==> config.mk <==
export PLATFORM = sky130hd
export DESIGN_NAME = noc_packetizer
export DESIGN_NICKNAME = d
export VERILOG_FILES = /design/src/rtl/noc_packetizer.sv
export SDC_FILE = /design/constraint.sdc
export NUM_CORES = 1
export LEC_CHECK = 0
export ABC_AREA = 1
export CORE_UTILIZATION = 47
export DETAILED_ROUTE_END_ITERATION = 10
export GPL_TIMING_DRIVEN = 0
export HOLD_SLACK_MARGIN = 0.03
export PLACE_DENSITY = 0.85
export SLEW_MARGIN = 0
export SYNTH_ARGS = -nofsm -noshare
export SYNTH_HDL_FRONTEND = slang
export SYNTH_SLANG_ARGS = --single-unit
==> constraint.sdc <==
create_clock -name clk -period 2.8 [get_ports clk]
set_input_delay 0.84 -clock clk [delete_from_list [all_inputs] [get_ports clk]]
set_output_delay 0.84 -clock clk [all_outputs]
set_load 0.02 [all_outputs]
==> src/rtl/noc_packetizer.sv <==
// ---------------------------------------------------------------------------
// noc_packetizer
//
// Network-interface stage in front of a mesh node's local injection port.
// It takes one destination command plus FlitPerPacket-1 payload words and
// emits one wormhole packet: head, FlitPerPacket-2 body flits, then a tail.
// The flit type sits in the top TYPE_WIDTH bits:
//   01 = head, 10 = body, 11 = tail.
// The output is a single register stage with a valid/ready handshake.
//
// Optional feature (compile-time macro PACKETIZER_SEQNUM_EN):
//   When defined, head bits [23:16] carry an 8-bit sequence number. It
//   starts at 0 and advances on every head load, wrapping 255 -> 0. This
//   needs DATA_WIDTH-TYPE_WIDTH >= 24. When the macro is undefined those
//   bits are zero and no counter is built.
//
// Ports:
//   clk, rst   : rising-edge clock; asynchronous active-high reset
//   cmd_dest   : destination node id for the next packet
//   cmd_valid  : command handshake in
//   cmd_ready  : command handshake out
//   pl_data    : payload word, copied verbatim into body/tail flits
//   pl_valid   : payload handshake in
//   pl_ready   : payload handshake out
//   data_out   : registered flit to the router
//   valid_out  : flit valid to the router
//   ready_out  : router ready
//   busy       : a packet is open (head accepted, tail not yet loaded)
//   pkt_count  : wrapping count of tail flits transferred out
// ---------------------------------------------------------------------------
module noc_packetizer #(
  parameter  int N             = 4,
  parameter  int INDEX         = 0,
  parameter  int DATA_WIDTH    = 32,
  parameter  int TYPE_WIDTH    = 2,
  parameter  int FlitPerPacket = 6,
  localparam int DW            = (N > 1) ? $clog2(N) : 1,
  localparam int PW            = DATA_WIDTH - TYPE_WIDTH
) (
  input  logic                  clk,
  input  logic                  rst,
  input  logic [DW-1:0]         cmd_dest,
  input  logic                  cmd_valid,
  output logic                  cmd_ready,
  input  logic [PW-1:0]         pl_data,
  input  logic                  pl_valid,
  output logic                  pl_ready,
  output logic [DATA_WIDTH-1:0] data_out,
  output logic                  valid_out,
  input  logic                  ready_out,
  output logic                  busy,
  output logic [15:0]           pkt_count
);

  // cnt only has to reach FlitPerPacket-1.
  localparam int CW = (FlitPerPacket > 2) ? $clog2(FlitPerPacket) : 1;
  localparam logic [CW-1:0] LAST_BODY = CW'(FlitPerPacket - 2);

  localparam logic [TYPE_WIDTH-1:0] T_HEAD = TYPE_WIDTH'(2'b01);
  localparam logic [TYPE_WIDTH-1:0] T_BODY = TYPE_WIDTH'(2'b10);
  localparam logic [TYPE_WIDTH-1:0] T_TAIL = TYPE_WIDTH'(2'b11);

  typedef enum logic {S_IDLE, S_PAYLOAD} state_t;

  state_t                r_state, w_state_nxt;
  logic [CW-1:0]         r_cnt, w_cnt_nxt;
  logic                  r_valid;
  logic [DATA_WIDTH-1:0] r_data;
  logic [15:0]           r_pkt_count;

  logic                  w_out_free;
  logic                  w_load;
  logic [DATA_WIDTH-1:0] w_flit;
  logic                  w_cmd_ready;
  logic                  w_pl_ready;
  logic [PW-1:0]         w_head_pl;
  logic                  w_tail_xfer;

  // Ready outputs are held low during reset; out_free would otherwise be 1
  // because valid_out is cleared.
  assign w_out_free = (!r_valid || ready_out) && !rst;

`ifdef PACKETIZER_SEQNUM_EN
  logic [7:0] r_seq;
  logic       w_head_load;

  assign w_head_load = cmd_valid && w_cmd_ready;

  always_ff @(posedge clk or posedge rst) begin
    if (rst)              r_seq <= '0;
    else if (w_head_load) r_seq <= r_seq + 8'd1;
  end
`endif

  // Head payload: dest in the low field, source id above it.
  // Everything else is zero unless the sequence number is enabled.
  always_comb begin
    w_head_pl                = '0;
    w_head_pl[DW-1:0]        = cmd_dest;
    w_head_pl[2*DW-1:DW]     = DW'(INDEX);
`ifdef PACKETIZER_SEQNUM_EN
    w_head_pl[23:16]         = r_seq;
`endif
  end

  // FSM state and packet word counter
  always_ff @(posedge clk or posedge rst) begin
    if (rst) begin
      r_state <= S_IDLE;
      r_cnt   <= '0;
    end else begin
      r_state <= w_state_nxt;
      r_cnt   <= w_cnt_nxt;
    end
  end

  always_comb begin
    w_state_nxt = r_state;
    w_cnt_nxt   = r_cnt;
    w_load      = 1'b0;
    w_flit      = r_data;
    w_cmd_ready = 1'b0;
    w_pl_ready  = 1'b0;
    case (r_state)
      S_IDLE: begin
        w_cmd_ready = w_out_free;
        if (cmd_valid && w_out_free) begin
          w_load      = 1'b1;
          w_flit      = {T_HEAD, w_head_pl};
          w_cnt_nxt   = '0;
          w_state_nxt = S_PAYLOAD;
        end
      end
      S_PAYLOAD: begin
        w_pl_ready = w_out_free;
        if (pl_valid && w_out_free) begin
          w_load    = 1'b1;
          w_cnt_nxt = r_cnt + 1'b1;
          // With FlitPerPacket == 2, LAST_BODY is 0 and the first word is
          // already the tail.
          if (r_cnt < LAST_BODY) begin
            w_flit = {T_BODY, pl_data};
          end else begin
            w_flit      = {T_TAIL, pl_data};
            w_state_nxt = S_IDLE;
          end
        end
      end
      default: w_state_nxt = S_IDLE;
    endcase
  end

  // Output register: a load takes priority. An accepted flit with nothing
  // new behind it drops valid. A stalled flit keeps its data.
  always_ff @(posedge clk or posedge rst) begin
    if (rst) begin
      r_valid <= 1'b0;
      r_data  <= '0;
    end else if (w_load) begin
      r_valid <= 1'b1;
      r_data  <= w_flit;
    end else if (ready_out) begin
      r_valid <= 1'b0;
    end
  end

  assign w_tail_xfer = r_valid && ready_out &&
                       (r_data[DATA_WIDTH-1 -: TYPE_WIDTH] == T_TAIL);

  always_ff @(posedge clk or posedge rst) begin
    if (rst)              r_pkt_count <= '0;
    else if (w_tail_xfer) r_pkt_count <= r_pkt_count + 16'd1;
  end

  assign cmd_ready = w_cmd_ready;
  assign pl_ready  = w_pl_ready;
  assign data_out  = r_data;
  assign valid_out = r_valid;
  assign busy      = (r_state == S_PAYLOAD);
  assign pkt_count = r_pkt_count;

endmodule
Word-level counts from Yosys, hierarchy flattened
Cells that the tools add are included.
{"block": "word_totals", "wordCells": 40, "inputBits": 37, "reg_bits": 53, "output_inout_bits": 52}
{"block": "op_classes", "order_cmp": 1, "n_reduce_logical": 11, "addsub": 2, "n_eq_ne": 3, "n_bitwise": 1, "mux": 17}
{"cell": "2-to-1 mux 32 bit", "n": 2}
{"cell": "case mux 32 bit (2 select lines)", "n": 1}
{"cell": "2-to-1 mux 31 bit", "n": 1}
{"cell": "adder 16 x 1 -> 16 bit, second input constant", "n": 1}
{"cell": "2-to-1 mux 1 bit", "n": 8}
{"cell": "2-to-1 mux 3 bit", "n": 2}
{"cell": "case mux 3 bit (2 select lines)", "n": 1}
{"cell": "logical AND 1 bit", "n": 5}
{"cell": "case mux 1 bit (2 select lines)", "n": 2}
{"cell": "adder 3 x 1 -> 3 bit, second input constant", "n": 1}
{"cell": "less-than comparator 3 bit, second input constant", "n": 1}
{"cell": "AND reduction 3 bit", "n": 1}
{"cell": "equality test 2 bit, second input constant", "n": 1}
{"cell": "zero test 1 bit", "n": 2}
{"cell": "inequality test 2 x 1 -> 1 bit, second input constant", "n": 1}
{"cell": "inequality test 2 bit, second input constant", "n": 1}
{"cell": "AND reduction 2 bit", "n": 1}
{"cell": "nonzero test 2 bit", "n": 1}
{"cell": "logical OR 1 bit", "n": 1}
{"cell": "inverter 1 bit", "n": 1}

Depth between registers and ports, before layout
Gate-level depths: netlist of the first run.
{"block": "logic_depth", "word_depth": 7, "mapped_depth": 9, "ltp_nobuf": 9}

Worst setup path before layout of the first run
Ideal clock, no wire load.
{"block": "synth_timing", "path_type": "input-to-output", "from": "input ready_out", "to": "output cmd_ready", "n_path_buf": 0, "t_required_ns": 1.960, "t_arrival_ns": 1.400, "slack_ns": 0.560, "cell_stages": 4, "path_cell_list": "inv_2 -> a21oi_4 -> inv_1 -> nor2_1"}
{"block": "synth_between", "elab_chain_len": 3}
{"element": "start, declared", "line": "50", "rtl": "input logic ready_out,"}
{"element": "logical OR 1 bit", "line": "81", "rtl": "assign w_out_free = (!r_valid || ready_out) && !rst;"}
{"element": "logical AND 1 bit", "line": "81"}
{"element": "2-to-1 mux 1 bit", "line": "124", "rtl": "case (r_state)"}
{"element": "end, declared", "line": "44", "rtl": "output logic cmd_ready,"}
No other way between the ends.

Final worst setup path of the first run
{"block": "layout_timing", "from": "input ready_out", "to": "output pl_ready"}
{"block": "layout_between", "elab_chain_len": 3}
{"element": "logical OR 1 bit", "line": "81"}
{"element": "logical AND 1 bit", "line": "81"}
{"element": "2-to-1 mux 1 bit", "line": "124"}
{"element": "end, declared", "line": "47", "rtl": "output logic pl_ready,"}
No other way between the ends.

==> run summary, run 1 <==
Status: complete, no violations
Hold Crit Class: flop to flop
Synthesized area: 0.00236 mm2
Total negative setup slack: 0 ps
Share of layout cells above drive strength 1: 0.0885
Max_slew headroom: 0.820
MaxCap Viol Count: 0
Ordered list of cells on the worst path: clkdlybuf4s50_1 -> inv_2 -> a21oi_4 -> inv_1 -> nor2_1 -> buf_2
Vias: 2,035
DR vias/cell: 4.63
Worst-Margin Slew: 267 ps
Root buf cell: clkbuf_8
R2r endpoint: data_out[12]$_DFFE_PP0P_
Initial antenna violation count: 0
Antenna cell count: 0
DRC viols: 0
Die Y: 72.9 um
Final wirelength: 5110 um
GP Congestion: 0.809
Final Util: 0.715
Final Max Slew Viols: 0
Syn_area_per_cell: 8.54 um2
Clock Path Buffers: 2
Number of synthesized flops with an enable pin: 0
I/O pins: 89
F_max: 371 MHz
First-pass GRT wire length: 8760 um
DP Worst Slack: -421 ps
Hold Crit Start: data_out[1]$_DFFE_PP0P_
TritonCTS clock tree: yes
Hold endpoint: data_out[1]$_DFFE_PP0P_
P_leak: 1.74 nW
Critical path type: input port to primary output
CP startpoint kind: input port
Syn Nets: 316
DPL Wire Length: 3980 um
Number of global-route vias before repair: 1,970
Top delay family on crit path: buffers and inverters
Final worst setup slack: 105 ps
Worst Setup SP: ready_out
Crit path max fanout: 2
Core area: 0.00479 mm2
Synth Register Bits: 53
PortBufs: 88
Cell Rows: 25
Max rail drop VDD: 0.000557 V
Slowest CP cell: clkdlybuf4s50_1
CTS Buf Count: 5
Final Skew: 6.66 ps
Hold path depth: 2
Ys flop type: dfrtp_1
Reg clk slew, reported paths: 90 ps
Worst r2r path cells: 8
Tcrit/Tclk final: 0.963
Commonest non-fill, non-tap cell in the layout: nand2_1
First-pass DRT Iterations: 4
Die area: 0.00532 mm2
Crit path capture type: primary output
RR Startpoint: valid_out$_DFFE_PP0P_
Req. time, crit path: 1960 ps
Power Density: 895 mW/mm2
Clock Latency Late Sink: 300 ps
Clock sink count: 53
Die span in x: 72.9 um
Area Overhead vs Synth: 44.7%
Worst Path Arrival: 1860 ps
# fillers: 380
Pin count of the biggest net entering global routing: 43
Register area share after synthesis: 0.561
Min Hold Slack: 476 ps
Htree depth: 2
Hold Vio Cnt, Final: 0
Placed cell count: 433
Unique cell type count in the Yosys netlist: 25
Post-synthesis cell count: 277
CP peak stage delay: 500 ps
Tot Pwr: 3.06 mW
Synthesis warning total: 0
Nets: 413
Reg2Reg Setup Slack: 1390 ps
Commonest cells after routing, fill and taps aside: nand2_1, clkdlybuf4s50_1, dfrtp_1
Worst Path Buf+Inv: 4
Starting Density: 0.494
Total track usage: 0.217
GRT overflow: 0
Final std cells w/o fill: 440
Asr flop ratio synth: 1.00
DRT antenna net count: 0
Drt wl/cell: 11.6 um
RSZ-0062 raised after global routing: no
Post-Place Cell Area: 0.00335 mm2
Design area: 0.00342 mm2
Minimum clock period: 2700 ps
Setup violations, final: 0
Iteration-0 DRC Markers: 97
-- worst reg2reg max path, delay by kind of cell, from the launching register on --
kind | cells | cell delay [ps]
compound gates | 1 | 150
flops | 1 | 450
buf+inv | 3 | 350
simple gates | 4 | 380
-- kinds of logic after synthesis --
family	Yosys count	share of synthesized area
multiplexers	1	0.00423
XOR/XNOR	10	0.0370
adder cells (fa/ha/maj)	2	0.0106
flip-flops	53	0.561
buffers and inverters	28	0.0577
AO/OA/AOI/OAI	3	0.0111
AND/OR/NAND/NOR	180	0.319
-- timing repair --
action	in CTS	in global routing
setup buffers	1	0
endpoints found under the hold margin	0	0
gates resized for setup	6	2
hold buffers	0	0
endpoints found under the setup margin	2	2
pin swaps	1	0
-- area by class of cell --
cell class                      instances  area [um2]  share of cell area
Multi-Input combinational cell        196         902               0.264
Inverter                               22        85.1              0.0249
Clock inverter                          1        5.00             0.00146
Tap cell                               67        83.8              0.0245
Timing Repair Buffer                   90         898               0.263
Sequential cell                        53        1330               0.388
Buffer                                  6        51.3              0.0150
Clock buffer                            5        68.8              0.0201
-- synth_stat cells (3+ instances only) --
cell type / instances / area (um2)
buf_6: 3 / 33.8
dfrtp_1: 53 / 1330
inv_1: 19 / 71.3
nand2_1: 145 / 544
nand3_1: 7 / 35.0
nor2_1: 12 / 45.0
nor2_2: 5 / 31.3
xnor2_1: 3 / 26.3
xor2_1: 7 / 61.3
-- per-layer routing --
metal / vias to the layer above / global-route usage / routed length (um)
met4: 0 / 0.0719 / 76
met1: 928 / 0.249 / 2030
li1: 1018 / - / -
met2: 80 / 0.379 / 2560
met3: 9 / 0.0760 / 442
met5: - / 0 / 0
-- state kept, by name, indices dropped and copies added, names as in the netlist --
register,cells
busy,1
data_out,32
pkt_count,16
r_cnt,3
valid_out,1
-- worst max path at each step --
stage                endpoint  slack, ps  depth (start not counted)
finish               pl_ready        100                          6
global route        cmd_ready         50                          6
CTS                 cmd_ready          1                          6
detailed placement   pl_ready       -420                          6
global placement     pl_ready       -400                          6
floorplan           cmd_ready        560                          4
-- report_power, final --
part / internal [mW] / total (mW) / switching, mW
Clock: 0.165 / 0.390 / 0.225
Sequential: 1.04 / 1.25 / 0.201
Combinational: 0.675 / 1.43 / 0.751
No activity file was read; power rests on OpenSTA's default activity.
==> run 2, diff against run 1 <==
CTS_CLUSTER_DIAMETER = 50   (was unset)
==> results of run 2 <==
The final DEF is identical to that of run 1; final timing and power are the same.
==> run 3, diff against run 2 <==
ABC_AREA = unset   (was 1)
CORE_UTILIZATION = 45   (was 47)
PLACE_DENSITY = 0.84   (was 0.85)
SLEW_MARGIN = unset   (was 0)
==> run summary, run 3 <==
Die span in x: 70.7 um (was 72.9 um)
TritonCTS clock tree: yes (unchanged)
Total track usage: 0.179 (was 0.217)
Clock Latency Late Sink: 290 ps (was 300 ps)
Ys flop type: dfrtp_1 (unchanged)
Design area: 0.00319 mm2 (was 0.00342 mm2)
RSZ-0062 raised after global routing: no (unchanged)
Clock Path Buffers: 2 (unchanged)
Clock sink count: 53 (unchanged)
CTS Buf Count: 5 (unchanged)
Commonest cells after routing, fill and taps aside: clkdlybuf4s50_1, dfrtp_1, a22o_1 (was nand2_1, clkdlybuf4s50_1, dfrtp_1)
DRT antenna net count: 0 (unchanged)
Tcrit/Tclk final: 0.976 (was 0.963)
Worst Path Arrival: 1890 ps (was 1860 ps)
Cell Rows: 24 (was 25)
CTS Hold Buffers Added: 0 (unchanged)
Clock Power Share: 0.139 (was 0.127)
Setup violations, final: 0 (unchanged)
Sw Share: 0.351 (was 0.384)
Area Overhead vs Synth: 50.3% (was 44.7%)
Crit path capture type: primary output (unchanged)
Status: finished with violations (was complete, no violations)
Drt wl/cell: 14.0 um (was 11.6 um)
I/O pins: 89 (unchanged)
Final std cells w/o fill: 310 (was 440)
Initial antenna violation count: 0 (unchanged)
PortBufs: 88 (unchanged)
Worst-Margin Slew: 570 ps (was 267 ps)
GP Congestion: 0.760 (was 0.809)
Number of global-route vias before repair: 1,500 (was 1,970)
Number of synthesized flops with an enable pin: 0 (unchanged)
Antenna cell count: 0 (unchanged)
Max rail drop VDD: 0.000475 V (was 0.000557 V)
Post-Place Cell Area: 0.00309 mm2 (was 0.00335 mm2)
Vias: 1,602 (was 2,035)
Placed cell count: 302 (was 433)
Hold Vio Cnt, Final: 0 (unchanged)
First-pass DRT Iterations: 7 (was 4)
First-pass GRT wire length: 6940 um (was 8760 um)
Iteration-0 DRC Markers: 83 (was 97)
P_sw: 1.07 mW (was 1.18 mW)
Syn_area_per_cell: 13.2 um2 (was 8.54 um2)
DRC viols: 10 (was 0)
Die area: 0.00499 mm2 (was 0.00532 mm2)
Asr flop ratio synth: 1.00 (unchanged)
Area leader, netlist: dfrtp_1 (unchanged)
CP peak stage delay: 580 ps (was 500 ps)
Ordered list of cells on the worst path: clkdlybuf4s50_1 -> nor2_4 -> and2_1 -> clkdlybuf4s15_2 (was clkdlybuf4s50_1 -> inv_2 -> a21oi_4 -> inv_1 -> nor2_1 -> buf_2)
Die Y: 70.7 um (was 72.9 um)
Logic pwr share: 0.461 (was 0.466)
P_leak: 1.41 nW (was 1.74 nW)
Max_slew headroom: 0.616 (was 0.820)
Top-count cell post-synth: dfrtp_1 (was nand2_1)
Seq pwr share: 0.400 (was 0.407)
Reg clk slew, reported paths: 80 ps (was 90 ps)
Starting Density: 0.477 (was 0.494)
Root buf cell: clkbuf_8 (unchanged)
Synth top cells by count: dfrtp_1, a22o_1, xnor2_1 (was nand2_1, dfrtp_1, inv_1)
Critical path type: input port to primary output (unchanged)
Syn Nets: 200 (was 316)
Share of layout cells above drive strength 1: 0.124 (was 0.0885)
GRT overflow: 0 (unchanged)
Post-synthesis cell count: 161 (was 277)
Core area: 0.00444 mm2 (was 0.00479 mm2)
Register area share after synthesis: 0.625 (was 0.561)
Internal: 1.98 mW (was 1.89 mW)
Reg2Reg Setup Slack: 1150 ps (was 1390 ps)
DPL Wire Length: 3220 um (was 3980 um)
Pin count of the biggest net entering global routing: 38 (was 43)
F_max: 366 MHz (was 371 MHz)
Slowest CP cell: clkdlybuf4s50_1 (unchanged)
Crit path max fanout: 4 (was 2)
Minimum clock period: 2730 ps (was 2700 ps)
Req. time, crit path: 1960 ps (about the same)
Commonest non-fill, non-tap cell in the layout: clkdlybuf4s50_1 (was nand2_1)
Final Skew: 4.87 ps (was 6.66 ps)
Hold Crit Class: flop to flop (unchanged)
Failing checks: design-rule violations
Unique cell type count in the Yosys netlist: 30 (was 25)
Largest register FFs: 32 (unchanged)
Synthesis warning total: 0 (unchanged)
Final wirelength: 4340 um (was 5110 um)
Main area contributors after synthesis: dfrtp_1, a22o_1, xnor2_1, mux2_2, xor2_1 (was dfrtp_1, nand2_1, inv_1, xor2_1, nor2_1)
Htree depth: 2 (unchanged)
Final Max Slew Viols: 0 (unchanged)
CP startpoint kind: input port (unchanged)
Power Density: 954 mW/mm2 (was 895 mW/mm2)
Synth top area share: 0.625 (was 0.561)
Nets: 297 (was 413)
DR vias/cell: 5.17 (was 4.63)
MaxCap Viol Count: 0 (unchanged)
Synthesized area: 0.00212 mm2 (was 0.00236 mm2)
Synth Register Bits: 53 (unchanged)
Tot Pwr: 3.04 mW (was 3.06 mW)
## run 3: cell types whose count changed after synthesis, moves of 3 or more
cell	delta
a22o_1	+29
buf_2	+5
buf_6	-3
inv_1	-12
mux2_2	+6
nand2_1	-138
nor2_1	-7
nor2_2	-3
xnor2_1	+7
## run 3: final timing paths
kind,startpoint,end,cells past startpoint
max,rst,pl_ready,4
min,pkt_count[15]$_DFFE_PP0P_,pkt_count[15]$_DFFE_PP0P_,1
max reg2reg,data_out[31]$_DFFE_PP0P_,pkt_count[9]$_DFFE_PP0P_,4
min reg2reg,pkt_count[15]$_DFFE_PP0P_,pkt_count[15]$_DFFE_PP0P_,1
max in group asynchronous,rst,data_out[0]$_DFFE_PP0P_,3
min in group asynchronous,rst,pkt_count[7]$_DFFE_PP0P_,2
## run 3: cells by family (layout without fill, tap and decap cells)
| kind of cell | count (synthesis) | in the layout | synth area share |
|---|---|---|---|
| adders and majority gates | 2 | 2 | 0.0118 |
| and+or+nand+nor | 34 | 34 | 0.0915 |
| buffers and inverters | 14 | 111 | 0.0289 |
| AOI/OAI and AO/OA | 37 | 37 | 0.149 |
| DFF | 53 | 53 | 0.625 |
| xor gates and xnor gates | 15 | 15 | 0.0619 |
| muxes | 6 | 6 | 0.0319 |
## run 3: worst max-delay path: cells and delay by family
| family | cells | cell delay, ps |
|---|---|---|
| simple gates | 2 | 220 |
| buf+inv | 2 | 830 |
## run 3: cell type report
class	instances	area, um2
clock buffer	7	86.3
fill	348	1260
tap	52	65.1
inverter	7	26.3
timing repair buffer	90	903
sequential	53	1330
buffer	7	35.0
multi-input combinational	94	746
## run 3: per-layer routing
metal	wire length [um]	global-route usage	part of all wire
met5	0	0	0
met4	36	0.0533	0.0083
met3	213	0.0399	0.049
met1	1890	0.231	0.44
met2	2200	0.306	0.51
## run 3: metrics by stage
| step | setup WS [ps] | TNS, ps | hold WS [ps] | util |
|---|---|---|---|---|
| finish | 67.1 | 0 | 488 | 0.717 |
| global route | 37.5 | 0 | 522 | 0.717 |
| CTS | 12.1 | 0 | 502 | 0.716 |
| detailed placement | -514 | -814 | 490 | 0.695 |
| global placement | -520 | -21030 | 462 | 0.690 |
| floorplan | 599 | 0 | 477 | - |
## run 3: power groups by stage
stage               registers, mW  clock network (mW)  logic (mW)
floorplan                    1.52                   0       0.430
global placement             1.23                   0        1.38
detailed placement           1.23                   0        1.41
CTS                          1.22               0.438        1.41
global route                 1.26               0.467        1.49
finish                       1.22               0.423        1.40
## run 3: repair_timing
item,in CTS,in global routing
buffers inserted,0,1
pin swaps,1,1
endpoints found under the setup margin,2,2
hold endpoints to repair,0,0
resized for setup,8,3
